File: src/rtl/stream_seq_pkg.sv
// Shared definitions for the stream sequence parser: header layout,
// parser FSM states and the per-message flag bundle.
package stream_seq_pkg;

    localparam int LEN_OFF    = 0;
    localparam int STREAM_OFF = 2;
    localparam int SEQ_OFF    = 4;
    localparam int HDR_BYTES  = 8;

    typedef enum logic [1:0] {
        ST_HDR,
        ST_BODY,
        ST_HOLD
    } parseState_t;

    typedef struct packed {
        logic        packetLost;
        logic [15:0] lostCount;
        logic        reorder;
        logic        lenErr;
        logic        truncated;
    } flags_t;

endpackage

File: src/rtl/stream_seq_table.sv
// Table of last-seen sequence numbers per stream; classifies each header's
// sequence number as in-order, gap or reorder and maintains the entries.
module stream_seq_table
    import stream_seq_pkg::*;
#(
    parameter int NUM_STREAMS = 8
) (
    input  logic        clk,
    input  logic        reset,
    input  logic        lookupEn,
    input  logic [15:0] lookupStream,
    input  logic [31:0] lookupSeq,
    output flags_t      flags
);
    localparam int IDX_W = (NUM_STREAMS > 1) ? $clog2(NUM_STREAMS) : 1;

    logic [NUM_STREAMS-1:0] entryValid;
    logic [15:0]            entryStream [NUM_STREAMS];
    logic [31:0]            entrySeq    [NUM_STREAMS];
    logic [IDX_W-1:0]       victim;
    logic [IDX_W-1:0]       hitIdx;
    logic [IDX_W-1:0]       freeIdx;
    logic [IDX_W-1:0]       wrIdx;
    logic                   hit;
    logic                   hasFree;
    logic                   doWrite;
    logic [31:0]            diff;
    logic [31:0]            diffM1;

    // Descending scan so the lowest matching / free index wins.
    always_comb begin
        hit     = 1'b0;
        hasFree = 1'b0;
        hitIdx  = '0;
        freeIdx = '0;
        for (int i = NUM_STREAMS - 1; i >= 0; i--) begin
            if (entryValid[i] && entryStream[i] == lookupStream) begin
                hit    = 1'b1;
                hitIdx = IDX_W'(i);
            end
            if (!entryValid[i]) begin
                hasFree = 1'b1;
                freeIdx = IDX_W'(i);
            end
        end
    end

    always_comb begin
        flags   = '0;
        doWrite = 1'b0;
        wrIdx   = hasFree ? freeIdx : victim;
        diff    = lookupSeq - entrySeq[hitIdx];
        diffM1  = diff - 32'd1;
        if (hit) begin
            wrIdx = hitIdx;
            if (diff == 32'd1) begin
                doWrite = 1'b1;
            end else if (!diff[31] && diff != 32'd0) begin
                doWrite          = 1'b1;
                flags.packetLost = 1'b1;
                flags.lostCount  = (|diffM1[31:16]) ? 16'hFFFF : diffM1[15:0];
            end else begin
                flags.reorder = 1'b1;
            end
        end else begin
            doWrite = 1'b1;
        end
    end

    always_ff @(posedge clk) begin
        if (reset) begin
            entryValid <= '0;
            victim     <= '0;
        end else if (lookupEn) begin
            if (doWrite) begin
                entryValid[wrIdx]  <= 1'b1;
                entryStream[wrIdx] <= lookupStream;
                entrySeq[wrIdx]    <= lookupSeq;
            end
            if (!hit && !hasFree) begin
                victim <= (victim == IDX_W'(NUM_STREAMS - 1)) ? '0 : victim + 1'b1;
            end
        end
    end

endmodule

File: src/rtl/stream_seq_parser.sv
// Length-prefixed message parser: header/payload FSM, byte packing and the
// output register, with per-stream sequence checking in stream_seq_table.
module stream_seq_parser
    import stream_seq_pkg::*;
#(
    parameter int BEAT_BYTES  = 4,
    parameter int OUT_BYTES   = 37,
    parameter int NUM_STREAMS = 8
) (
    input  logic                    clk,
    input  logic                    reset,
    input  logic [8*BEAT_BYTES-1:0] dataIn,
    input  logic                    dataIn_val,
    input  logic                    dataIn_last,
    output logic                    dataIn_ready,
    output logic [8*OUT_BYTES-1:0]  dataOut,
    output logic [15:0]             dataOut_stream,
    output logic [31:0]             dataOut_seq,
    output logic [15:0]             dataOut_len,
    output logic                    dataOut_val,
    input  logic                    dataOut_ready,
    output logic                    packetLost,
    output logic [15:0]             lostCount,
    output logic                    reorder,
    output logic                    lenErr,
    output logic                    truncated
);
    localparam int HDR_BEATS  = HDR_BYTES / BEAT_BYTES;
    localparam int BEAT_SHIFT = $clog2(BEAT_BYTES);

    parseState_t               state, stateNext;
    logic [16:0]               beatCnt;
    logic [HDR_BYTES-1:0][7:0] hdrReg, hdrNext;
    logic [8*OUT_BYTES-1:0]    payBuf, payNext;
    flags_t                    tblFlags, tblFlagReg, curFlags, msgFlags, pendFlags, outFlags;
    logic [15:0]               pendLen, pendStream;
    logic [31:0]               pendSeq;
    logic                      fire, lastFire, hdrFinal, outFree;
    logic [31:0]               base, recv, avail, payRecv, expBeats;
    logic [15:0]               curLen, curStream, curOutLen;
    logic [31:0]               curSeq;
    logic                      curLenErr, curTrunc;

    assign dataIn_ready = (state != ST_HOLD);
    assign fire         = dataIn_val && dataIn_ready;
    assign lastFire     = fire && dataIn_last;
    assign hdrFinal     = fire && (beatCnt == 17'(HDR_BEATS - 1));
    assign outFree      = !dataOut_val || dataOut_ready;

    // Header and payload are rebuilt from zero on the first beat of a message.
    always_comb begin
        base    = 32'(beatCnt) << BEAT_SHIFT;
        hdrNext = (beatCnt == '0) ? '0 : hdrReg;
        payNext = (beatCnt == '0) ? '0 : payBuf;
        for (int h = 0; h < HDR_BYTES; h++) begin
            for (int k = 0; k < BEAT_BYTES; k++) begin
                if (base + 32'(k) == 32'(h)) hdrNext[h] = dataIn[8*BEAT_BYTES-1-8*k -: 8];
            end
        end
        curLen    = {hdrNext[LEN_OFF+1], hdrNext[LEN_OFF]};
        curStream = {hdrNext[STREAM_OFF+1], hdrNext[STREAM_OFF]};
        curSeq    = {hdrNext[SEQ_OFF+3], hdrNext[SEQ_OFF+2], hdrNext[SEQ_OFF+1], hdrNext[SEQ_OFF]};
        for (int j = 0; j < OUT_BYTES; j++) begin
            for (int k = 0; k < BEAT_BYTES; k++) begin
                if (base + 32'(k) == 32'(j + HDR_BYTES) && base + 32'(k) < 32'(curLen))
                    payNext[8*OUT_BYTES-1-8*j -: 8] = dataIn[8*BEAT_BYTES-1-8*k -: 8];
            end
        end
    end

    // Length bookkeeping for a message ending on the current beat.
    always_comb begin
        recv      = base + 32'(BEAT_BYTES);
        avail     = (recv < 32'(curLen)) ? recv : 32'(curLen);
        payRecv   = (avail > 32'(HDR_BYTES)) ? avail - 32'(HDR_BYTES) : 32'd0;
        curTrunc  = payRecv > 32'(OUT_BYTES);
        curOutLen = curTrunc ? 16'(OUT_BYTES) : payRecv[15:0];
        expBeats  = (32'(curLen) + 32'(BEAT_BYTES - 1)) >> BEAT_SHIFT;
        curLenErr = (32'(beatCnt) + 32'd1 != expBeats) || (curLen < 16'(HDR_BYTES))
                    || (beatCnt < 17'(HDR_BEATS - 1));
        if (hdrFinal)                         curFlags = tblFlags;
        else if (beatCnt < 17'(HDR_BEATS))    curFlags = '0;
        else                                  curFlags = tblFlagReg;
        msgFlags           = curFlags;
        msgFlags.lenErr    = curLenErr;
        msgFlags.truncated = curTrunc;
    end

    always_comb begin
        stateNext = state;
        case (state)
            ST_HDR: begin
                if (lastFire)      stateNext = outFree ? ST_HDR : ST_HOLD;
                else if (hdrFinal) stateNext = ST_BODY;
            end
            ST_BODY: if (lastFire) stateNext = outFree ? ST_HDR : ST_HOLD;
            ST_HOLD: if (outFree)  stateNext = ST_HDR;
            default:               stateNext = ST_HDR;
        endcase
    end

    stream_seq_table #(
        .NUM_STREAMS(NUM_STREAMS)
    ) table_i (
        .clk         (clk),
        .reset       (reset),
        .lookupEn    (hdrFinal),
        .lookupStream(curStream),
        .lookupSeq   (curSeq),
        .flags       (tblFlags)
    );

    always_ff @(posedge clk) begin
        if (reset) begin
            state      <= ST_HDR;
            beatCnt    <= '0;
            hdrReg     <= '0;
            payBuf     <= '0;
            tblFlagReg <= '0;
        end else begin
            state <= stateNext;
            if (fire) begin
                hdrReg  <= hdrNext;
                payBuf  <= payNext;
                beatCnt <= dataIn_last ? '0 : ((&beatCnt) ? beatCnt : beatCnt + 1'b1);
                if (hdrFinal) tblFlagReg <= tblFlags;
            end
        end
    end

    // A completed message goes straight to the output when it is free,
    // otherwise it waits in the pending registers while the FSM holds.
    always_ff @(posedge clk) begin
        if (reset) begin
            dataOut        <= '0;
            dataOut_stream <= '0;
            dataOut_seq    <= '0;
            dataOut_len    <= '0;
            dataOut_val    <= 1'b0;
            outFlags       <= '0;
            pendLen        <= '0;
            pendStream     <= '0;
            pendSeq        <= '0;
            pendFlags      <= '0;
        end else begin
            if (lastFire && outFree) begin
                dataOut        <= payNext;
                dataOut_stream <= curStream;
                dataOut_seq    <= curSeq;
                dataOut_len    <= curOutLen;
                outFlags       <= msgFlags;
                dataOut_val    <= 1'b1;
            end else if (state == ST_HOLD && outFree) begin
                dataOut        <= payBuf;
                dataOut_stream <= pendStream;
                dataOut_seq    <= pendSeq;
                dataOut_len    <= pendLen;
                outFlags       <= pendFlags;
                dataOut_val    <= 1'b1;
            end else if (dataOut_ready) begin
                dataOut_val <= 1'b0;
            end
            if (lastFire && !outFree) begin
                pendLen    <= curOutLen;
                pendStream <= curStream;
                pendSeq    <= curSeq;
                pendFlags  <= msgFlags;
            end
        end
    end

    assign packetLost = outFlags.packetLost;
    assign lostCount  = outFlags.lostCount;
    assign reorder    = outFlags.reorder;
    assign lenErr     = outFlags.lenErr;
    assign truncated  = outFlags.truncated;

endmodule
File: config.mk
export PLATFORM = sky130hd
export DESIGN_NAME = stream_seq_parser
export DESIGN_NICKNAME = d
export VERILOG_FILES = /design/src/rtl/stream_seq_pkg.sv /design/src/rtl/stream_seq_table.sv /design/src/rtl/stream_seq_parser.sv
export SDC_FILE = /design/constraint.sdc
export NUM_CORES = 2
export LEC_CHECK = 0
export ABC_AREA = 0
export ABC_CLOCK_PERIOD_IN_PS = 31500
export CAP_MARGIN = 20
export CORE_MARGIN = 3
export CORE_UTILIZATION = 27
export DETAILED_ROUTE_END_ITERATION = 8
export RECOVER_POWER = 50
export SLEW_MARGIN = 20
export SYNTH_ARGS = -nofsm -noshare
export SYNTH_HDL_FRONTEND = slang
export SYNTH_HIERARCHICAL = 1
export SYNTH_SLANG_ARGS = --single-unit
File: constraint.sdc
create_clock -name clk -period 31.5 [get_ports clk]
set_clock_uncertainty 0.1 [all_clocks]
set_input_delay 7.875 -clock clk [delete_from_list [all_inputs] [get_ports clk]]
set_output_delay 7.875 -clock clk [all_outputs]
set_load 0.01 [all_outputs]
### Yosys cells after proc, flatten, opt, wreduce, memory -nomap -nowiden

Memories as Yosys holds them, arrays and structs flattened.
Cells that the tools add are included.

* add/subtract/negate cells: 11
* $lt $le $gt $ge: 12
* eq/ne operators: 161
* mux-type cells: 224
* bitwise gates (word level): 1
* reductions and logical operators: 162

Operator list (number)
* 32-bit by 5-bit == test with 1-bit output (second input constant): 48
* 32-bit by 6-bit == test with 1-bit output (second input constant): 39
* 8-bit two-way mux: 147
* 296-bit two-way mux: 3
* 32-bit by 4-bit == test with 1-bit output (second input constant): 24
* 32-bit by 3-bit == test with 1-bit output (second input constant): 12
* 32-bit by 2-bit == test with 1-bit output (second input constant): 6
* 1-bit logical AND: 138
* 16-bit == test: 8
* 32-bit by 1-bit == test with 1-bit output (second input constant): 4
* 32-bit zero test: 4
* 20-bit two-way mux: 5
* 16-bit two-way mux: 6
* 32-bit two-way mux: 3
* 20-bit by 16-bit less-than comparator with 1-bit output: 4
* 17-bit by 3-bit == test with 1-bit output (second input constant): 4
* 17-bit by 4-bit == test with 1-bit output (second input constant): 4
* 64-bit two-way mux: 1
* 3-bit two-way mux: 19
* 17-bit two-way mux: 3
* 19-bit by 2-bit adder with 20-bit output (second input constant): 2
* 18-bit two-way mux: 2
* 17-bit by 2-bit == test with 1-bit output (second input constant): 2
* 32-bit by 6-bit greater-than comparator with 1-bit output (second input constant): 1
* other kinds (39): 82

* flip-flop bits (word level): 873
* RAM bits: 384
* bits of input ports: 37
* output and inout port bits: 382
* word-level logic and storage cells: 607
* memories kept: 2

Memories
* table_i.entrySeq: depth 8, bits a word 32, rd ports 1, clocked after memory_dff 0, write ports 1, line stream_seq_table.sv:19 `logic [31:0] entrySeq [NUM_STREAMS];`
* table_i.entryStream: depth 8, bits a word 16, rd ports 8, clocked after memory_dff 0, write ports 1, line stream_seq_table.sv:18 `logic [15:0] entryStream [NUM_STREAMS];`

### Logic depth before layout (Yosys ltp)

An unclocked memory read counts as a cell.

* word-level depth: 26
* gate-level depth with buffers: 45
* depth with buffers taken out: 35

### Hierarchy

The synthesis kept the hierarchy.

Modules (own cells, without submodules)
* stream_seq_parser: instances 1, cells an instance 3984, area an instance 35480.3 um2, seq. area each 17256.6 um2
* stream_seq_table: instances 1, cells an instance 1433, area an instance 18938.2 um2, seq. area each 11751.3 um2

### Least setup slack after synthesis

Ideal clock, no wire load.

* path type: input port to flip-flop
* from: input dataIn[9]
* to: memory table_i.entrySeq[1][0], enable pin
* library setup time: 0.454 ns
* arrival: 15.575 ns
* required time: 30.946 ns
* slack: 15.372 ns
* stages on the path: 27
* path buffers: 3
* path through: mux2i_1 > inv_1 > buf_2 > xor2_1 > nor4_1 > nand2_1 > or4_1 > o211ai_1 > a211o_1 > buf_4 > clkbuf_1 > mux2_2 > o21ai_0 > nor2_1 > a21oi_1 > ha_1 > a21oi_1 > o21ai_0 > a41o_1 > a221o_1 > a31o_2 > a311o_1 > a21oi_1 > xnor2_1 > xnor2_4 > a41oi_2 > nor2_1

* longest elaborated chain between the ends: 23
* elaborated cells on any way between the ends: 58
* classes of those cells: add/sub (1); eq/ne (9); mux (36); reduce/logical (11); memory (1)

RTL lines
* start: declaration: line stream_seq_parser.sv:12 `input logic [8*BEAT_BYTES-1:0] dataIn,`
* 8-bit two-way mux * (2 in a row): line stream_seq_parser.sv:57 `if (base + 32'(k) == 32'(h)) hdrNext[h] = dataIn[8*BEAT_BYTES-1-8*k -: 8];`
* net curStream[1]: line stream_seq_parser.sv:40 `logic [15:0] curLen, curStream, curOutLen;`
* 16-bit == test: line stream_seq_table.sv:37 `if (entryValid[i] && entryStream[i] == lookupStream) begin`
* 1-bit logical AND: line stream_seq_table.sv:37
* 3-bit two-way mux (8 in a row): line stream_seq_table.sv:37
* memory read 8 x 32 bit
* 32-bit subtractor: line stream_seq_table.sv:52 `diff = lookupSeq - entrySeq[hitIdx];`
* 32-bit nonzero test / 1-bit zero test (equally long branches): line stream_seq_table.sv:58 `end else if (!diff[31] && diff != 32'd0) begin`
* 1-bit logical AND: line stream_seq_table.sv:58
* 1-bit two-way mux: line stream_seq_table.sv:58
* 1-bit two-way mux: line stream_seq_table.sv:56 `if (diff == 32'd1) begin`
* 1-bit two-way mux: line stream_seq_table.sv:54 `if (hit) begin`
* 1-bit two-way mux: line stream_seq_table.sv:75 `if (doWrite) begin`
* 1-bit two-way mux: line stream_seq_table.sv:74 `end else if (lookupEn) begin`
* 1-bit two-way mux: line stream_seq_table.sv:71 `if (reset) begin`
* 1-bit two-way mux (implied by the code): line stream_seq_table.sv:78 `entrySeq[wrIdx] <= lookupSeq;`
* end: declaration: line stream_seq_table.sv:19

Mark *: on every way through the listed nets, which the timed path passes. The rest lies on a longest branch.

==> impl_metrics.env <==
export IMPL_slowest_stage="clkbuf_1"
export IMPL_ir_drop_mv=0.0555
export IMPL_setup_viol=0
export IMPL_grt_setup_unrepaired="false"
export IMPL_cts_buffers=142
export IMPL_htree_levels=4
export IMPL_synth_nets=5518
export IMPL_ctsHoldBuffers=0
export IMPL_clk_path_buf_depth=3
export IMPL_min_period_ps=18990
export IMPL_worst_slew_pin_slew_ps=7350
export IMPL_io_pins=419
export IMPL_worst_path_max_fanout=49
export IMPL_syn_cell_area_sq_um=54400
export IMPL_outcome="finished with violations"
export IMPL_grt_pass1_wl_mm=291
export IMPL_hp_class="reg2reg"
export IMPL_drc=0
export IMPL_gp_congestion=0.922
export IMPL_root_buffer="clkbuf_16"
export IMPL_crit_required_ps=32020
export IMPL_post_dp_cell_area_sq_um=61300
export IMPL_p_sw_mw=0.919
export IMPL_grt_ovfl_total=0
export IMPL_cap_violations=14
export IMPL_grt_start_max_net_pins=145
export IMPL_layout_common_cells="873 x dfxtp_1, 695 x nor2_1, 416 x dlygate4sd3_1"
export IMPL_setup_tns_ps=0
export IMPL_critPathBufInv=6
export IMPL_postLayoutCellArea_sq_um=65900
export IMPL_finalNetCount=5775
export IMPL_fmax_mhz=52.7
export IMPL_powerDensity_nw_per_um2=55.6
export IMPL_antenna_found_initial=10
export IMPL_fillers=20200
export IMPL_initial_utilization_pct=27.2
export IMPL_clkTransAtPathRegs_ps=60
export IMPL_grt_pass1_vias=42200
export IMPL_coreArea_sq_um=200000
export IMPL_power_leakage_nw=25.2
export IMPL_wire_per_inst_microns=23.8
export IMPL_firstDrtPassIters=6
export IMPL_cts_resized=0
export IMPL_avgSynthCellArea_sq_um=10.0
export IMPL_drive_gt1_share_pct=7.61
export IMPL_io_buffer_count=418
export IMPL_slew_viol_final=736
export IMPL_worstPathArrival_ps=19510
export IMPL_drt_total_wl_mm=201
export IMPL_clock_sinks=1257
export IMPL_rows=164
export IMPL_vias=44700
export IMPL_violations="max-capacitance violations, max-slew violations"
export IMPL_clkPwrFrac_pct=46.0
export IMPL_cpMostUsedCell="a21oi_1"
export IMPL_cts_tree="built"
export IMPL_p_int_mw=2.75
export IMPL_syn_inst=5414
export IMPL_cts_setup_buffers=0
export IMPL_syn_to_final_growth_pct=21.2
export IMPL_slew_headroom_pct=-390
export IMPL_power_mw=3.67
export IMPL_drt_iter0_markers=4463
export IMPL_clock_latency_ps=790
export IMPL_critPathLaunchType="input pin"
export IMPL_die_area_sq_um=207000
export IMPL_final_common_cell="dfxtp_1"
export IMPL_fp_dieW_microns=455
export IMPL_via_per_inst=5.28
export IMPL_crit_family="compound AO/OA/AOI/OAI gates"
export IMPL_slowest_delay_ps=1010
export IMPL_grtUsageTotal_pct=18.7
export IMPL_period_share_pct=60.3
export IMPL_comb_power_share_pct=7.7
export IMPL_dp_hpwl_mm=139
export IMPL_synth_warning_count=6
export IMPL_end_kind="flop"
export IMPL_switching_share_pct=25.1
export IMPL_path_class="in2reg"
export IMPL_seqPwrFrac_pct=46.3
export IMPL_finalHoldViolCount=0
export IMPL_ant_nets=0
export IMPL_die_h_microns=455
[worst paths after layout]
| check | start | end | slack (ps) | cells after the start |
|---|---|---|---|---|
| max | dataIn[7] | lostCount[1] | 12510 | 33 |
| min | payBuf[185] | payBuf[185] | 340 | 2 |
| max reg2reg | beatCnt[0] | lostCount[1] | 17580 | 37 |
| min reg2reg | payBuf[185] | payBuf[185] | 340 | 2 |
[metal layers]
metal	global-route usage, %	up-vias	part of all wire (%)
li1	-	20500	-
met1	23.9	22000	41
met2	30.4	1740	47
met3	3.42	393	6.8
met4	9.01	4	5.1
met5	0	-	0.011
[layout make-up]
cell class / instances / area, sq um / share of cell area [%]
flip-flops and latches: 1257 / 29000 / 44.0
multi-input cells: 3517 / 23100 / 35.0
repair buffers: 513 / 4850 / 7.35
clock buffers: 190 / 3990 / 6.06
well taps: 2656 / 3320 / 5.04
inverters: 240 / 901 / 1.37
clock inverters: 67 / 744 / 1.13
diodes: 21 / 52.6 / 0.0797
[worst register-to-register path, delay by kind of cell (launching register included)]
| kind | cells | cell delay (ps) |
|---|---|---|
| AOI/OAI and AO/OA | 13 | 4040 |
| xor gates and xnor gates | 2 | 340 |
| adders and majority gates | 2 | 710 |
| buffers and inverters | 7 | 3580 |
| DFF | 1 | 470 |
| muxes | 2 | 580 |
| and+or+nand+nor | 11 | 3900 |
[through the flow]
stage                     utilization, %  setup slack (ps)  std cells  hold slack, ps
after floorplan                        -             15370       5414             308
after global placement              30.6             12680       8178             327
after detailed placement            30.6             12530       8179             334
after CTS                           33.0             13330       8436             330
after global routing                33.0             11510       8458             360
final                               33.0             12510       8461             344
[power groups by stage]
stage | Clock [mW] | Combinational, mW | Sequential [mW]
after global routing | 1.78 | 0.305 | 1.70
after detailed placement | 0 | 0.283 | 1.73
after floorplan | 0 | 0.164 | 1.73
final | 1.69 | 0.284 | 1.70
after CTS | 1.71 | 0.285 | 1.70
after global placement | 0 | 0.280 | 1.73
[flip-flops by register name, summed over array words and instances, names as in the netlist, 16 cells and up]
name                 flops
pendStream              16
beatCnt                 17
dataOut                296
pendFlags               20
dataOut_len             16
table_i/entrySeq       256
table_i/entryStream    128
lostCount               16
pendSeq                 32
pendLen                 16
hdrReg                  64
payBuf                 296
tblFlagReg              18
dataOut_seq             32
dataOut_stream          16
Note: power is estimated with default switching activity, not from simulation.
